--- src/rtl/fetch_unit.sv ---
// fetch_unit: instruction fetch stage of the non-pipelined MIPS core.
// Owns the PC, fetches one word per request over a req/ready handshake,
// holds it for decode under a valid/ack handshake, and applies the
// branch/jump redirect supplied with the ack.
// Optional build macro FETCH_ALIGN_CHECK_EN: adds a sticky misalign output
// and a HALT state entered on a misaligned next PC. Without it, the low two
// bits of every loaded next PC are cleared.
module fetch_unit #(
  parameter int unsigned          WIDTH    = 32,
  parameter logic [WIDTH-1:0]     RESET_PC = '0
) (
  input  logic             clk,
  input  logic             reset,
  output logic             imem_req,
  output logic [WIDTH-1:0] imem_addr,
  input  logic             imem_ready,
  input  logic [WIDTH-1:0] imem_rdata,
  output logic [WIDTH-1:0] instr,
  output logic             instr_valid,
  input  logic             instr_ack,
  input  logic             branch_taken,
  input  logic [WIDTH-1:0] branch_target,
  input  logic             jump,
  input  logic [25:0]      jump_index,
  output logic [WIDTH-1:0] pc,
  output logic [WIDTH-1:0] pc_plus4
`ifdef FETCH_ALIGN_CHECK_EN
  ,
  output logic             misalign
`endif
);

  localparam logic [WIDTH-1:0] PC_STEP    = WIDTH'(4);
  localparam logic [WIDTH-1:0] ALIGN_MASK = ~WIDTH'(3);

  typedef enum logic [1:0] {
    S_IDLE = 2'd0,
    S_REQ  = 2'd1,
    S_HOLD = 2'd2,
    S_HALT = 2'd3
  } state_e;

  state_e           state_q, state_d;
  logic [WIDTH-1:0] pc_q, pc_d;
  logic [WIDTH-1:0] instr_q, instr_d;
  logic             imem_req_q, imem_req_d;
  logic             instr_valid_q, instr_valid_d;
  logic [WIDTH-1:0] next_pc;
`ifdef FETCH_ALIGN_CHECK_EN
  logic             misalign_q, misalign_d;
`endif

  // Sequential PC increment; wraps modulo 2^WIDTH.
  assign pc_plus4 = pc_q + PC_STEP;

  // Redirect selection: jump beats a taken branch, otherwise fall through.
  always_comb begin
    next_pc = pc_plus4;
    if (jump) begin
      next_pc = {pc_plus4[WIDTH-1:28], jump_index, 2'b00};
    end else if (branch_taken) begin
      next_pc = branch_target;
    end
  end

  // Next-state and next-output logic; the instruction word is never inspected.
  always_comb begin
    state_d    = state_q;
    pc_d       = pc_q;
    instr_d    = instr_q;
`ifdef FETCH_ALIGN_CHECK_EN
    misalign_d = misalign_q;
`endif
    case (state_q)
      S_IDLE: begin
        state_d = S_REQ;
      end
      S_REQ: begin
        if (imem_ready) begin
          instr_d = imem_rdata;
          state_d = S_HOLD;
        end
      end
      S_HOLD: begin
        if (instr_ack) begin
`ifdef FETCH_ALIGN_CHECK_EN
          pc_d = next_pc;
          if (next_pc[1:0] != 2'b00) begin
            misalign_d = 1'b1;
            state_d    = S_HALT;
          end else begin
            state_d    = S_REQ;
          end
`else
          pc_d    = next_pc & ALIGN_MASK;
          state_d = S_REQ;
`endif
        end
      end
      S_HALT: begin
        state_d = S_HALT;
      end
      default: begin
        state_d = S_IDLE;
      end
    endcase
    imem_req_d    = (state_d == S_REQ);
    instr_valid_d = (state_d == S_HOLD);
  end

  // State and registered outputs; reset aborts any request and drops the held word.
  always_ff @(posedge clk or posedge reset) begin
    if (reset) begin
      state_q       <= S_IDLE;
      pc_q          <= RESET_PC;
      instr_q       <= '0;
      imem_req_q    <= 1'b0;
      instr_valid_q <= 1'b0;
`ifdef FETCH_ALIGN_CHECK_EN
      misalign_q    <= 1'b0;
`endif
    end else begin
      state_q       <= state_d;
      pc_q          <= pc_d;
      instr_q       <= instr_d;
      imem_req_q    <= imem_req_d;
      instr_valid_q <= instr_valid_d;
`ifdef FETCH_ALIGN_CHECK_EN
      misalign_q    <= misalign_d;
`endif
    end
  end

  assign imem_req    = imem_req_q;
  assign imem_addr   = pc_q;
  assign instr       = instr_q;
  assign instr_valid = instr_valid_q;
  assign pc          = pc_q;
`ifdef FETCH_ALIGN_CHECK_EN
  assign misalign    = misalign_q;
`endif

endmodule

--- config.mk ---
export PLATFORM = sky130hd
export DESIGN_NAME = fetch_unit
export DESIGN_NICKNAME = d
export VERILOG_FILES = /design/src/rtl/fetch_unit.sv
export SDC_FILE = /design/constraint.sdc
export NUM_CORES = 1
export LEC_CHECK = 0
export BUFFER_PORTS_ARGS = -buffer_cell sky130_fd_sc_hd__buf_4
export CORE_MARGIN = 2
export CORE_UTILIZATION = 38
export DETAILED_ROUTE_END_ITERATION = 8
export MAX_ROUTING_LAYER = met4
export PLACE_DENSITY = 0.73
export SLEW_MARGIN = 20
export SYNTH_ARGS = -nofsm -noshare
export SYNTH_HDL_FRONTEND = slang
export SYNTH_SLANG_ARGS = --single-unit
--- constraint.sdc ---
create_clock -name clk -period 2.9 [get_ports clk]
set_input_delay 0.58 -clock clk [delete_from_list [all_inputs] [get_ports clk]]
set_output_delay 0.58 -clock clk [all_outputs]
set_load 0.005 [all_outputs]
## After elaboration in Yosys (flattened, before gate mapping)

Cells that the tools add are included.

- Bits in registers: 66
- Input bits: 96
- Output and inout port bits: 130
- Word-level logic and storage cells: 19

- Add/sub/neg operators: 1
- Equal/unequal tests: 5
- Mux-type cells: 5
- Reduce and logical (&&, ||, !) cells: 3

Operators by type and width:

| operator | number |
|---|---|
| $mux W32 | 2 |
| $add A32 B3 Y32 const B | 1 |
| $pmux W2 S4 | 1 |
| $eq A2 B2 Y1 const B | 3 |
| $eq A2 B1 Y1 const B | 2 |
| $mux W2 | 2 |
| $reduce_and A2 Y1 | 2 |
| $logic_not A2 Y1 | 1 |

## Longest topological paths before layout

- Depth in word-level cells: 3
- Mapped depth: 7
- Gate-level depth less buffers: 5

## Worst setup path after synthesis

Ideal clock, no wire load.

- Kind: register to output
- Start: reg pc_q[4], in the netlist imem_addr[4]
- End: out pc_plus4[21]
- Data arrival time: 1863 ps
- Data required time: 2320 ps
- Slack: 457 ps
- Stages on the path, launching flop included: 6
- Path buffers: 1
- Cells stage by stage: dfrtp_1 > buf_2 > nand4_1 > or4_2 > nor3_1 > xnor2_1

- Word-level cells in the longest chain between the ends: 1

RTL lines:

| what | line | RTL |
|---|---|---|
| start: declaration | 44 | `logic [WIDTH-1:0] pc_q, pc_d;` |
| start signal: assignment | 124 | `pc_q <= pc_d;` |
| $add A32 B3 Y32 | 54 | `assign pc_plus4 = pc_q + PC_STEP;` |
| end: declaration | 26 | `output logic [WIDTH-1:0] pc_plus4` |

No other way between the ends.

## Worst setup path in the final report

- Start: reg pc_q[15], in the netlist imem_addr[15]
- End: out pc_plus4[29]

Same word-level chain as after synthesis.

==> metrics.log <==
INFO  metric area_delta_synth_final = 42.61%
INFO  metric grt_setup_unrepaired = false
INFO  metric syn-instance-count = about 450
INFO  metric setup.worst_path.class = reg -> out
INFO  metric portion_of_the_post_synthesis_area_used_by_sequential_elements = approximately two fifths
INFO  metric drive_above_1_share = between 50% and 60%
INFO  metric vias_in_the_first_global_route = roughly 4.2k
INFO  metric netlist_cell_types = between 50 and 60
INFO  metric ant_nets = 0
INFO  metric post_synthesis_register_bit_count = 66
INFO  metric die-height = approximately 110 µm
INFO  metric p_per_area = 901.3 mW/mm²
INFO  metric maximum_number_of_pins_on_one_net_before_global_route_repair = 37
INFO  metric die_area = ~0.012 mm²
INFO  metric num_rows = 38
INFO  metric achievable-frequency = ~360 MHz
INFO  metric worst_ep_required_time = approximately 2300 ps
INFO  metric synth-edff-count = 0
INFO  metric clock_sinks = 66
INFO  metric grt_first_pass_wirelength = about 21000 µm
INFO  metric port_buffers = 217
INFO  metric fin_tns_setup = 0 ps
INFO  metric track_usage = 22.84%
INFO  metric remaining_drc_errors = 0
INFO  metric drt_pass1_iterations = 5
INFO  metric antenna_cells = 0
INFO  metric vdd_ir_drop_max = roughly 470 µV
INFO  metric layout_min_cycle_time = 2763 ps
INFO  metric core_region_area = around 0.011 mm²
INFO  metric timing_max_transition_violations_final = 0
INFO  metric detail_route.vias_per_cell = ~5.4
INFO  metric gpl.final_weighted_congestion = ~0.83
INFO  metric use_met1 = approximately 27%
INFO  metric route.vias.total = approximately 4.2k
INFO  metric worst_skew_pair.late_latency = 350 ps
INFO  metric crit_path_end_kind = primary output
INFO  metric postRouteWirelength = about 14000 µm
INFO  metric placed_cells_incl_taps = approximately 770
INFO  metric cts_tree = done
INFO  metric yosys_warns = 0
INFO  metric grt_most_used_layer = met2
INFO  metric dominantRegCellSynth = sky130_fd_sc_hd__dfrtp_1
INFO  metric layoutNonFillerInstCount = 783
INFO  metric setup.worst_path.start = imem_addr[15]
INFO  metric finish.net_count = approximately 740
INFO  metric synth.avg_cell_area = ~9.5 µm²
INFO  metric crit_path_max_fanout = 8
INFO  metric effective_utilization_at_floorplan = 39.24%
INFO  metric drv.max_cap_violation_count = 0
INFO  metric cts-hold-fix-buffers = 0
INFO  metric timing_worst_slew_pin_value = a little under 900 ps
INFO  metric number_of_filler_cells_placed_in_the_layout = 948
INFO  metric worst_ep_arrival_time = approximately 2200 ps
INFO  metric antenna_violations_before_repair = 0
INFO  metric leakage = 0.002796 µW
INFO  metric netlist_area = ~0.0043 mm²
INFO  metric clk_transition_reported_paths = about 70 ps
INFO  metric final_hold_viols = 0
INFO  metric groute.layer.met2.usage = 38.74%
INFO  metric clockRootBuffer = sky130_fd_sc_hd__clkbuf_8
INFO  metric outcome = completed
INFO  metric boundaryPins = 226
INFO  metric place.detailed.hpwl = between 10000 and 15000 µm
INFO  metric fp.dieW = about 110 µm
INFO  metric grtUsageMet3 = under 10%
INFO  metric route.detailed.wl_per_inst = 17.67 µm
INFO  metric worst_hold_path_class = in -> async
INFO  metric start_kind = flip-flop
INFO  metric clock_skew = 11.78 ps
INFO  metric postSynth.asyncResetShare = 100.0%
INFO  metric grt.overflow.total = 0
INFO  metric period_share = roughly 95%
INFO  metric drt_iter0_markers = approximately 230
INFO  metric cts_buffers = 9
INFO  metric maxSlewHeadroom = 41.74%
INFO  metric timing.final.setup_violations = 0
INFO  metric clock_tree.buffer_depth = 2
INFO  metric critical_path.reg2reg.startpoint = state_q[0]
INFO  metric htree_levels = 3
[registers in the layout, summed over array words and instances (netlist names)]
| signal | flops |
|---|---|
| imem_addr | 30 |
| imem_req | 1 |
| instr | 32 |
| instr_valid | 1 |
| state_q | 2 |
[per-layer routing]
metal  vias up  part of all wire [%]
met2       199                    50
met3        16                   8.6
met5         -                     0
li1       1989                     -
met1      2020                    40
met4         0                   1.5
[stage by stage]
stage               power, µW  utilization, %  instance area [µm²]  setup WS [ps]  hold WS, ps
global route             5895           55.96                 6093          19.67        129.9
floorplan                3252               -                 4292          456.5        483.0
detailed placement       4599           53.39                 5813          333.6        494.9
finish                   5492           55.96                 6093          137.3        131.0
global placement         4508           53.39                 5813          349.0        489.6
CTS                      5512           55.67                 6061          7.165        122.2
[synth_stat cells, types with 4 or more instances]
master	number	area, µm²
sky130_fd_sc_hd__a222oi_1	6	60.06
sky130_fd_sc_hd__nor4_1	5	31.28
sky130_fd_sc_hd__or4_1	4	30.03
sky130_fd_sc_hd__xor2_1	8	70.07
sky130_fd_sc_hd__and3_1	9	56.30
sky130_fd_sc_hd__a311o_1	5	50.05
sky130_fd_sc_hd__a21oi_1	15	75.07
sky130_fd_sc_hd__o211ai_1	6	45.04
sky130_fd_sc_hd__nor2_1	17	63.81
sky130_fd_sc_hd__buf_4	37	277.8
sky130_fd_sc_hd__or2_2	4	25.02
sky130_fd_sc_hd__buf_6	5	56.30
sky130_fd_sc_hd__or3_1	6	37.54
sky130_fd_sc_hd__nor2b_1	4	25.02
sky130_fd_sc_hd__o2bb2ai_1	6	52.55
sky130_fd_sc_hd__a22o_1	5	43.79
sky130_fd_sc_hd__o21ai_0	21	105.1
sky130_fd_sc_hd__nand2_1	28	105.1
sky130_fd_sc_hd__inv_1	11	41.29
sky130_fd_sc_hd__buf_2	4	20.02
sky130_fd_sc_hd__xnor2_1	17	148.9
sky130_fd_sc_hd__a22oi_1	7	52.55
sky130_fd_sc_hd__dfrtp_1	66	1652
sky130_fd_sc_hd__nand3_1	18	90.09
sky130_fd_sc_hd__nor3_1	23	115.1
sky130_fd_sc_hd__mux2_2	32	360.4
sky130_fd_sc_hd__o22ai_1	5	31.28
sky130_fd_sc_hd__clkbuf_1	23	86.33
sky130_fd_sc_hd__nand4_1	7	43.79
sky130_fd_sc_hd__a31oi_1	4	25.02
sky130_fd_sc_hd__and4_1	4	35.03
[cell type report]
cell class	count	area [µm²]	share of cell area, %
sequential	66	1667	27.35
clock buffer	11	141.4	2.320
timing repair buffer	243	1828	30.00
clock inverter	5	77.57	1.273
multi-input combinational	307	2163	35.50
tap	140	175.2	2.875
inverter	11	41.29	0.6776
[where the power goes]
part	internal, µW	switching [µW]
clock	505	372
sequential	1360	464
combinational	1640	1150
[cell families (layout without fill, tap and decap cells)]
| group | after synthesis | in the layout | synth area share, % |
|---|---|---|---|
| other cells | 1 | 6 | 0.08776 |
| mux | 34 | 34 | 8.902 |
| xor+xnor | 25 | 25 | 5.124 |
| fa+ha+maj | 1 | 1 | 0.2928 |
| simple gates | 144 | 144 | 18.89 |
| buf+inv | 83 | 270 | 12.01 |
| flops | 66 | 66 | 38.65 |
| compound gates | 97 | 97 | 16.05 |
[worst paths after layout]
path                                 end  slack, ps  cells after the start
setup / recovery            pc_plus4[29]        140                      5
hold / removal                  instr[9]        130                      2
setup reg to reg           imem_addr[25]        790                      4
hold reg to reg                 instr[2]        510                      1
max in group asynchronous  imem_addr[19]       2080                      3
min in group clk                instr[5]        460                      2
[critical path, stage by stage, from the launching register on]
cell and delay (ps):
sky130_fd_sc_hd__dfrtp_1 480, sky130_fd_sc_hd__nand2_1 200, sky130_fd_sc_hd__or4_1 620, sky130_fd_sc_hd__nor3_2 240, sky130_fd_sc_hd__xor2_1 160, sky130_fd_sc_hd__buf_4 130
[cells in the final DEF (no fill, tap or decap), types with 3 or more instances in the layout]
cell type | synthesis | routed
sky130_fd_sc_hd__nor2b_1 | 4 | 3
sky130_fd_sc_hd__o211ai_1 | 6 | 6
sky130_fd_sc_hd__or4_1 | 4 | 4
sky130_fd_sc_hd__mux2_2 | 32 | 32
sky130_fd_sc_hd__clkbuf_8 | 2 | 10
sky130_fd_sc_hd__inv_1 | 11 | 10
sky130_fd_sc_hd__nand2_1 | 28 | 28
sky130_fd_sc_hd__a222oi_1 | 6 | 6
sky130_fd_sc_hd__buf_4 | 37 | 242
sky130_fd_sc_hd__nor3_2 | 0 | 3
sky130_fd_sc_hd__and3_1 | 9 | 9
sky130_fd_sc_hd__or3_1 | 6 | 6
sky130_fd_sc_hd__nor3_1 | 23 | 20
sky130_fd_sc_hd__a31oi_1 | 4 | 4
sky130_fd_sc_hd__and4_1 | 4 | 4
sky130_fd_sc_hd__conb_1 | 1 | 6
sky130_fd_sc_hd__dfrtp_1 | 66 | 54
sky130_fd_sc_hd__or2_2 | 4 | 4
sky130_fd_sc_hd__nor2_1 | 17 | 16
sky130_fd_sc_hd__a21oi_1 | 15 | 15
sky130_fd_sc_hd__nand4_1 | 7 | 7
sky130_fd_sc_hd__a22oi_1 | 7 | 7
sky130_fd_sc_hd__o21ai_0 | 21 | 21
sky130_fd_sc_hd__a311o_1 | 5 | 5
sky130_fd_sc_hd__o2bb2ai_1 | 6 | 6
sky130_fd_sc_hd__dfrtp_2 | 0 | 12
sky130_fd_sc_hd__a22o_1 | 5 | 5
sky130_fd_sc_hd__xor2_1 | 8 | 8
sky130_fd_sc_hd__o22ai_1 | 5 | 5
sky130_fd_sc_hd__xnor2_1 | 17 | 17
sky130_fd_sc_hd__nor4_1 | 5 | 4
sky130_fd_sc_hd__nand3_1 | 18 | 17
[timing repair]
item | CTS | global route
resized for setup | 5 | 15
buffers inserted | 2 | 0
pin swaps | 1 | 0
setup endpoints to repair | 8 | 11
(Power assumes the default switching activity.)
